$ cat config.mk
export PLATFORM = sky130hd
export DESIGN_NAME = data_mem_responder
export DESIGN_NICKNAME = d
export VERILOG_FILES = /design/src/rtl/data_mem_responder.sv
export SDC_FILE = /design/constraint.sdc
export NUM_CORES = 2
export LEC_CHECK = 0
export BUFFER_PORTS_ARGS = -buffer_cell sky130_fd_sc_hd__buf_2
export CELL_PAD_IN_SITES_DETAIL_PLACEMENT = 0
export CELL_PAD_IN_SITES_GLOBAL_PLACEMENT = 1
export CORE_ASPECT_RATIO = 0.7
export CORE_MARGIN = 2
export CORE_UTILIZATION = 58
export DETAILED_ROUTE_END_ITERATION = 7
export PLACE_DENSITY_LB_ADDON = 0.1
export SLEW_MARGIN = 20
export SYNTH_ARGS = -nofsm -noshare
export SYNTH_HDL_FRONTEND = slang
export SYNTH_SLANG_ARGS = --single-unit
$ cat constraint.sdc
create_clock -name clk -period 6.68 [get_ports clk]
set_input_delay 0.334 -clock clk [delete_from_list [all_inputs] [get_ports clk]]
set_output_delay 0.334 -clock clk [all_outputs]
set_load 0.05 [all_outputs]
$ cat src/rtl/data_mem_responder.sv
// ----------------------------------------------------------------------------
// data_mem_responder
//
// Word-organised data memory that answers a processor-side req/ack handshake
// after a fixed number of wait states. A request is latched when accepted,
// so the processor may change or drop its request lines once busy is high.
// Misaligned or out-of-range byte addresses complete with err=1 and rdata=0
// and never touch storage.
//
// Parameters:
//   ADDR_W - byte address width
//   DATA_W - word width
//   DEPTH  - number of words of storage
//   WAIT   - wait-state cycles inserted before ack (0..15)
//
// Ports:
//   clk    - single clock, rising edge
//   rst    - asynchronous active-low reset
//   req    - request, held high by the processor until ack
//   we     - 1 = store, 0 = load
//   addr   - byte address
//   wdata  - store data
//   ack    - one-cycle completion pulse
//   rdata  - load result, valid during ack, held until the next response
//   err    - error status, valid during ack, held until the next response
//   busy   - high whenever the FSM is not idle
// ----------------------------------------------------------------------------
module data_mem_responder #(
    parameter int ADDR_W = 10,
    parameter int DATA_W = 32,
    parameter int DEPTH  = 64,
    parameter int WAIT   = 2
) (
    input  logic              clk,
    input  logic              rst,
    input  logic              req,
    input  logic              we,
    input  logic [ADDR_W-1:0] addr,
    input  logic [DATA_W-1:0] wdata,
    output logic              ack,
    output logic [DATA_W-1:0] rdata,
    output logic              err,
    output logic              busy
);

    localparam int IDX_W = (DEPTH > 1) ? $clog2(DEPTH) : 1;
    localparam logic [3:0] WAIT_CNT = 4'(WAIT);

    typedef enum logic [1:0] {
        IDLE,
        WAITING,
        RESP
    } state_t;

    state_t state;
    state_t state_next;

    logic [3:0]        cnt;
    logic              lat_we;
    logic [ADDR_W-1:0] lat_addr;
    logic [DATA_W-1:0] lat_wdata;

    logic              cur_we;
    logic [ADDR_W-1:0] cur_addr;
    logic [DATA_W-1:0] cur_wdata;
    logic [31:0]       word_idx;
    logic [IDX_W-1:0]  mem_idx;
    logic              addr_err;
    logic              accept;
    logic              enter_resp;

    logic [DATA_W-1:0] mem [DEPTH];

    // With WAIT=0 the response is produced on the accepting edge itself, before
    // the latched copies exist, so the live inputs are used while idle and the
    // latched copies at every other time.
    always_comb begin
        cur_we    = lat_we;
        cur_addr  = lat_addr;
        cur_wdata = lat_wdata;
        if (state == IDLE) begin
            cur_we    = we;
            cur_addr  = addr;
            cur_wdata = wdata;
        end
        word_idx   = 32'(cur_addr[ADDR_W-1:2]);
        mem_idx    = word_idx[IDX_W-1:0];
        addr_err   = (cur_addr[1:0] != 2'b00) || (word_idx >= 32'(DEPTH));
        accept     = (state == IDLE) && req;
        enter_resp = (accept && (WAIT == 0)) || ((state == WAITING) && (cnt == 4'd1));
    end

    // State register; reset returns to IDLE immediately.
    always_ff @(posedge clk or negedge rst) begin
        if (!rst) begin
            state <= IDLE;
        end else begin
            state <= state_next;
        end
    end

    // Next-state logic: RESP always lasts exactly one cycle.
    always_comb begin
        state_next = state;
        unique case (state)
            IDLE: begin
                if (req) begin
                    state_next = (WAIT == 0) ? RESP : WAITING;
                end
            end
            WAITING: begin
                if (cnt == 4'd1) begin
                    state_next = RESP;
                end
            end
            RESP: begin
                state_next = IDLE;
            end
            default: begin
                state_next = IDLE;
            end
        endcase
    end

    // Handshake outputs decoded from the state.
    always_comb begin
        ack  = (state == RESP);
        busy = (state != IDLE);
    end

    // Request latches, wait counter and the registered response. rdata keeps
    // its value across stores so the last load result stays visible.
    always_ff @(posedge clk or negedge rst) begin
        if (!rst) begin
            cnt       <= 4'd0;
            lat_we    <= 1'b0;
            lat_addr  <= '0;
            lat_wdata <= '0;
            rdata     <= '0;
            err       <= 1'b0;
        end else begin
            if (accept) begin
                lat_we    <= we;
                lat_addr  <= addr;
                lat_wdata <= wdata;
                cnt       <= WAIT_CNT;
            end else if (state == WAITING) begin
                cnt <= cnt - 4'd1;
            end

            if (enter_resp) begin
                if (addr_err) begin
                    rdata <= '0;
                    err   <= 1'b1;
                end else begin
                    err <= 1'b0;
                    if (!cur_we) begin
                        rdata <= mem[mem_idx];
                    end
                end
            end
        end
    end

    // Storage has no reset so its contents survive one; a reset while
    // waiting leaves the FSM idle, so a pending store never commits.
    always_ff @(posedge clk) begin
        if (enter_resp && cur_we && !addr_err) begin
            mem[mem_idx] <= cur_wdata;
        end
    end

endmodule

# ---- Word level (Yosys, flattened, before mapping)
# Memories as Yosys holds them, arrays and structs flattened.
# Cells that the tools add are included.
dict set report word_totals {
  ramBits 2048
  ff_bits 82
  n_memories 1
}
# name depth word_bits rd rd_ports_with_merged_regs write_ports line_no
set memory_table {}
lappend memory_table {mem 64 32 1 0 1 72} ;# logic [DATA_W-1:0] mem [DEPTH];
dict set report classes {
  eq_ne 6
  n_lt_le_gt_ge 1
  add_sub_neg 1
  n_reduce_logical 12
  n_mux 13
}
# op count
set ops {}
lappend ops {{two-way mux 32 bit} 3}
lappend ops {{two-way mux 10 bit} 1}
lappend ops {{greater-or-equal comparator 8 x 7 -> 1 bit (second input constant)} 1}
lappend ops {{two-way mux 4 bit} 2}
lappend ops {{nonzero test 2 bit} 3}
lappend ops {{equality test 4 x 1 -> 1 bit (second input constant)} 1}
lappend ops {{logical AND 1 bit} 4}
lappend ops {{two-way mux 1 bit} 4}
lappend ops {{two-way mux 2 bit} 2}
lappend ops {{!= test 2 x 1 -> 1 bit (second input constant)} 2}
lappend ops {{one-hot mux 2 bit (2 select lines)} 1}
lappend ops {{AND reduction 2 bit} 2}
lappend ops {{subtractor 4 x 1 -> 4 bit (second input constant)} 1}
lappend ops {{equality test 2 x 1 -> 1 bit (second input constant)} 1}
lappend ops {{equality test 2 bit (second input constant)} 1}
lappend ops {{logical NOT 2 bit} 1}
lappend ops {{!= test 2 bit (second input constant)} 1}
lappend ops {{logical NOT 1 bit} 1}
lappend ops {{logical OR 1 bit} 1}

# ---- Logic depth before layout (Yosys ltp)
dict set report logic_depth {
  depth_word 8
  mapped_depth 12
  ltp_nobuf 9
}

# ---- Worst setup path before layout
# OpenSTA, ideal clock, no wires.
dict set report synth_timing {
  kind {register to register}
  start {reg state[1]}
  end {mem mem[13][0], enable pin}
  path_buffers 5
  arrival_time_ps 3528
  setup_ps 421
  required_time_ps 6259
  synth_period_minus_slack_ps 3949
  stages_incl_launch_ff 10
  setup_slack_ps 2731
  cell_sequence {dfrtp_1 > buf_2 > buf_4 > nor3b_4 > a22oi_4 > buf_2 > clkbuf_1 > or3_1 > clkbuf_1 > nor2_1}
}
dict set report synth_between {
  elab_chain_len 8
}
# item line_no
set synth_lines {}
lappend synth_lines {{start: declaration} 55} ;# state_t state;
lappend synth_lines {{start signal: assignment} 98} ;# state <= state_next;
lappend synth_lines {{logical NOT 2 bit} 81} ;# if (state == IDLE) begin
lappend synth_lines {{two-way mux 10 bit} 81}
lappend synth_lines {{greater-or-equal comparator 8 x 7 -> 1 bit or nonzero test 2 bit (tied branches)} 88} ;# addr_err = (cur_addr[1:0] != 2'b00) || (word_idx >= 32'(DEPTH));
lappend synth_lines {{logical OR 1 bit} 88}
lappend synth_lines {{logical NOT 1 bit} 168} ;# if (enter_resp && cur_we && !addr_err) begin
lappend synth_lines {{logical AND 1 bit} 168}
lappend synth_lines {{two-way mux 1 bit} 168}
lappend synth_lines {{two-way mux 1 bit (implied by the code)} 169} ;# mem[mem_idx] <= cur_wdata;
lappend synth_lines {{end: declaration} 72}
# Several ways; a longest one is shown, not always the timed one.

# ---- Worst setup path after layout
dict set report layout_timing {
  start {reg state[0]}
  end {mem mem[63][5], enable pin}
}
# Same word-level chain as after synthesis.

==> run summary <==
• **result of the run** finished clean
• **number of cells upsized or downsized after cts** 0
• **standby leakage power** 29.76 nW
• **number of global-route vias before repair** 47730
• **power per cell area** 487.5 nW/um^2
• **global-route track usage on met1** 59.82%
• **most common cell in the synthesized netlist** sky130_fd_sc_hd__edfxtp_1
• **Yosys reg bits** 2130
• **first-pass GRT wire length** 400200 um
• **crit path time final** 5.287 ns
• **number of nets still failing antenna checks after routing** 0
• **number of library cell types mapped by synthesis** 64
• **vias after detailed routing** 53470
• **via density per instance** 7.153
• **element type at the critical path start** flip-flop
• **number of endpoints with negative hold slack in the final report** 0
• **worst vdd rail ir drop** 0.0003643 V
• **slew margin rel.** 2.983%
• **net count of the mapped netlist** 5297
• **placer congestion estimate** 1.006
• **CTS root buffer** sky130_fd_sc_hd__clkbuf_16
• **later-pin clock latency in the skew report** 0.84 ns
• **DRC violation total after the first TritonRoute iteration** 9817
• **Yosys top cell area share** 77.28%
• **total of warnings raised by yosys** 0
• **die height** 313.9 um
• **Num CTS Buffers** 190
• **overall track demand over capacity in global routing** 42.05%
• **growth of design area from synthesis to finish** 14.03%
• **# clock sinks** 2130
• **fraction of the yosys area taken by sequential cells** 79.85%
• **setup repair after global routing missed its margin** false
• **fraction of final layout cells sized beyond drive strength 1** 12.85%
• **dpl ws** 1.596 ns
• **Max FO, Critical Path** 32
• **area of the core region** 135900 sq um
• **number of levels the H-tree was split into** 4
• **number of enable flip-flop cells after synthesis** 2048
• **data required time at the worst endpoint** 7.11 ns
• **HP Class** primary input to async pin
• **fin worst setup slack** 1.393 ns
• **Arrival @ worst endpoint** 5.72 ns
• **global-route congestion overflow total** 0
• **average cell area after synthesis** 15.16 sq um
• **clock input transition at the sequential cells of the worst setup and hold paths** 0.07 ns
• **Synth async-reset ratio** 3.850%
• **post-route DRC violation count** 0
• **setup-violating endpoint count in the final report** 0
• **fin nets** 5500
• **maximum number of pins on one net before global-route repair** 97
• **Starting Density** 58.57%
• **Worst Setup Path Type** flip-flop to flip-flop
• **First-pass DRT Iterations** 7
• **Filler Cells Inserted** 9339
• **commonest register cell after synthesis** sky130_fd_sc_hd__edfxtp_1
• **DP Wirelength** 174100 um
• **footprint of the multi-input gates** 15510 sq um
• **Gate Count Post-Synth** 5249
• **kind of end point of the critical path** flip-flop
• **top cells by count, synth** sky130_fd_sc_hd__edfxtp_1, sky130_fd_sc_hd__nand2_1, sky130_fd_sc_hd__o22ai_1
• **TritonCTS clock tree** built
• **total number of placement rows** 113
• **M3 GR Usage** 19.54%
• **number of I/O port buffers** 80
• **met2 demand-to-capacity share in global routing** 55.33%
• **DRT Wirelength** 295300 um
• **slew at the pin closest to its max-slew limit** 1.436 ns
• **cell types occupying the most area after synthesis** sky130_fd_sc_hd__edfxtp_1, sky130_fd_sc_hd__o22ai_1, sky130_fd_sc_hd__nand2_1
• **final worst-path cycle share** 79.14%
• **cell area after synthesis** 79580 sq um
• **DIE AREA** 140200 sq um
• **setup TNS** 0 ns
• **cell type with the highest aggregate area in the netlist** sky130_fd_sc_hd__edfxtp_1
• **max-capacitance violation count** 0
• **total count of max-transition violations in the final report** 0
• **post-layout instance area** 90750 sq um
• **Worst Skew** 0.03625 ns
• **max frequency** 189.2 MHz
• **IO Count** 81
• **total placed instance area** 83860 sq um
• **width of the die** 446.7 um
• **sequential cell area** 63550 sq um
• **routed wire length per instance** 39.51 um
• **core utilization of the finished layout** 66.79%
• **number of antenna violations at the first check in global routing** 27
• **most crowded layer after global routing** met1
• **Bufs on Longest Clock Path** 3
area by class of cell:
class	instances	area share, %
clock inverters	91	0.6342
clock buffers	259	5.876
diodes	25	0.06894
well taps	1840	2.537
multi-input cells	2787	17.09
repair buffers	337	3.735
inverters	6	0.02482
flip-flops and latches	2130	70.03
layer usage:
metal / vias to the layer above / share of wire (%)
met1: 26670 / 36
li1: 20930 / -
met2: 5082 / 40
met4: 16 / 5.4
met5: - / 0.038
met3: 776 / 19
final timing paths:
check / slack, ns / cells after the start / from / to
max: 1.39 / 6 / state[0] / mem[63][5]
min: 0.09 / 2 / rst / lat_wdata[26]
min in group clk: 0.25 / 4 / wdata[17] / lat_wdata[17]
max reg2reg: 1.39 / 6 / state[0] / mem[63][5]
max in group asynchronous: 5.31 / 3 / rst / rdata[31]
min reg2reg: 0.47 / 2 / lat_wdata[22] / lat_wdata[22]
timing repair:
action / in CTS / in global routing
buffers inserted: 0 / 0
endpoints found under the hold margin: 103 / 0
hold buffers: 44 / 0
cells in the final DEF (no fill, tap or decap), drive strengths merged, types with 6 or more instances in the layout:
cell | synthesis | routed
inv | 6 | 11
mux2i | 19 | 19
o22ai | 533 | 533
o221ai | 6 | 6
nor3 | 70 | 70
nor4 | 91 | 91
clkinv | 0 | 76
and2 | 6 | 6
or3 | 12 | 12
clkbuf | 117 | 259
or4 | 7 | 7
buf | 209 | 293
o41ai | 16 | 16
o31ai | 16 | 16
o2111ai | 6 | 6
edfxtp | 2048 | 2048
a32o | 32 | 32
a21oi | 290 | 290
a32oi | 40 | 40
a31oi | 153 | 153
diode | 0 | 25
nand3 | 124 | 124
nor2 | 304 | 304
and3 | 50 | 50
a211oi | 46 | 46
dfrtp | 82 | 82
nor2b | 8 | 8
a22oi | 7 | 7
nand2 | 882 | 882
o21ai | 20 | 20
dlygate4sd3 | 0 | 44
stage by stage:
step	hold WS (ns)	cells	power, mW
2_1_floorplan	0.03841	5249	24.74
3_3_place_gp	0.4000	7017	32.72
3_5_place_dp	0.4003	7037	32.90
4_1_cts	0.07352	7431	43.29
5_1_grt	0.1357	7451	44.71
6_report	0.09135	7475	44.24
power by group:
part           total (mW)  switching (mW)  leakage (nW)  internal, mW
logic                15.9            12.9          7.25          3.01
clock network        10.7            4.89          2.90          5.77
registers            17.7           0.309          19.6          17.4
total                44.2            18.1          29.8          26.2
critical path, stage by stage (launching register included):
cell,delay (ns)
sky130_fd_sc_hd__dfrtp_1,0.83
sky130_fd_sc_hd__nand2b_1,0.32
sky130_fd_sc_hd__nor2b_1,0.38
sky130_fd_sc_hd__nand2_1,0.28
sky130_fd_sc_hd__nor2_1,0.77
sky130_fd_sc_hd__nand3_2,1.04
sky130_fd_sc_hd__nor2_4,1.25
registers in the layout, indices dropped and copies added (netlist names):
signal,count
mem,2048
lat_wdata,32
rdata,32
lat_addr,10
cnt,4
state,2
err,1
lat_we,1
cell families (layout without fill, tap and decap cells):
logic type      count (synthesis)  in the layout  share of synthesized area (%)
flops                        2130           2130                          79.85
simple gates                 1570           1570                          8.375
compound gates               1194           1194                          9.579
buf+inv                       332            693                          1.899
mux                            19             19                         0.2390
fa+ha+maj                       2              2                        0.03144
xor+xnor                        2              2                        0.02201
other cells                     0             25                              0
Power figures use the tool's default switching activity.
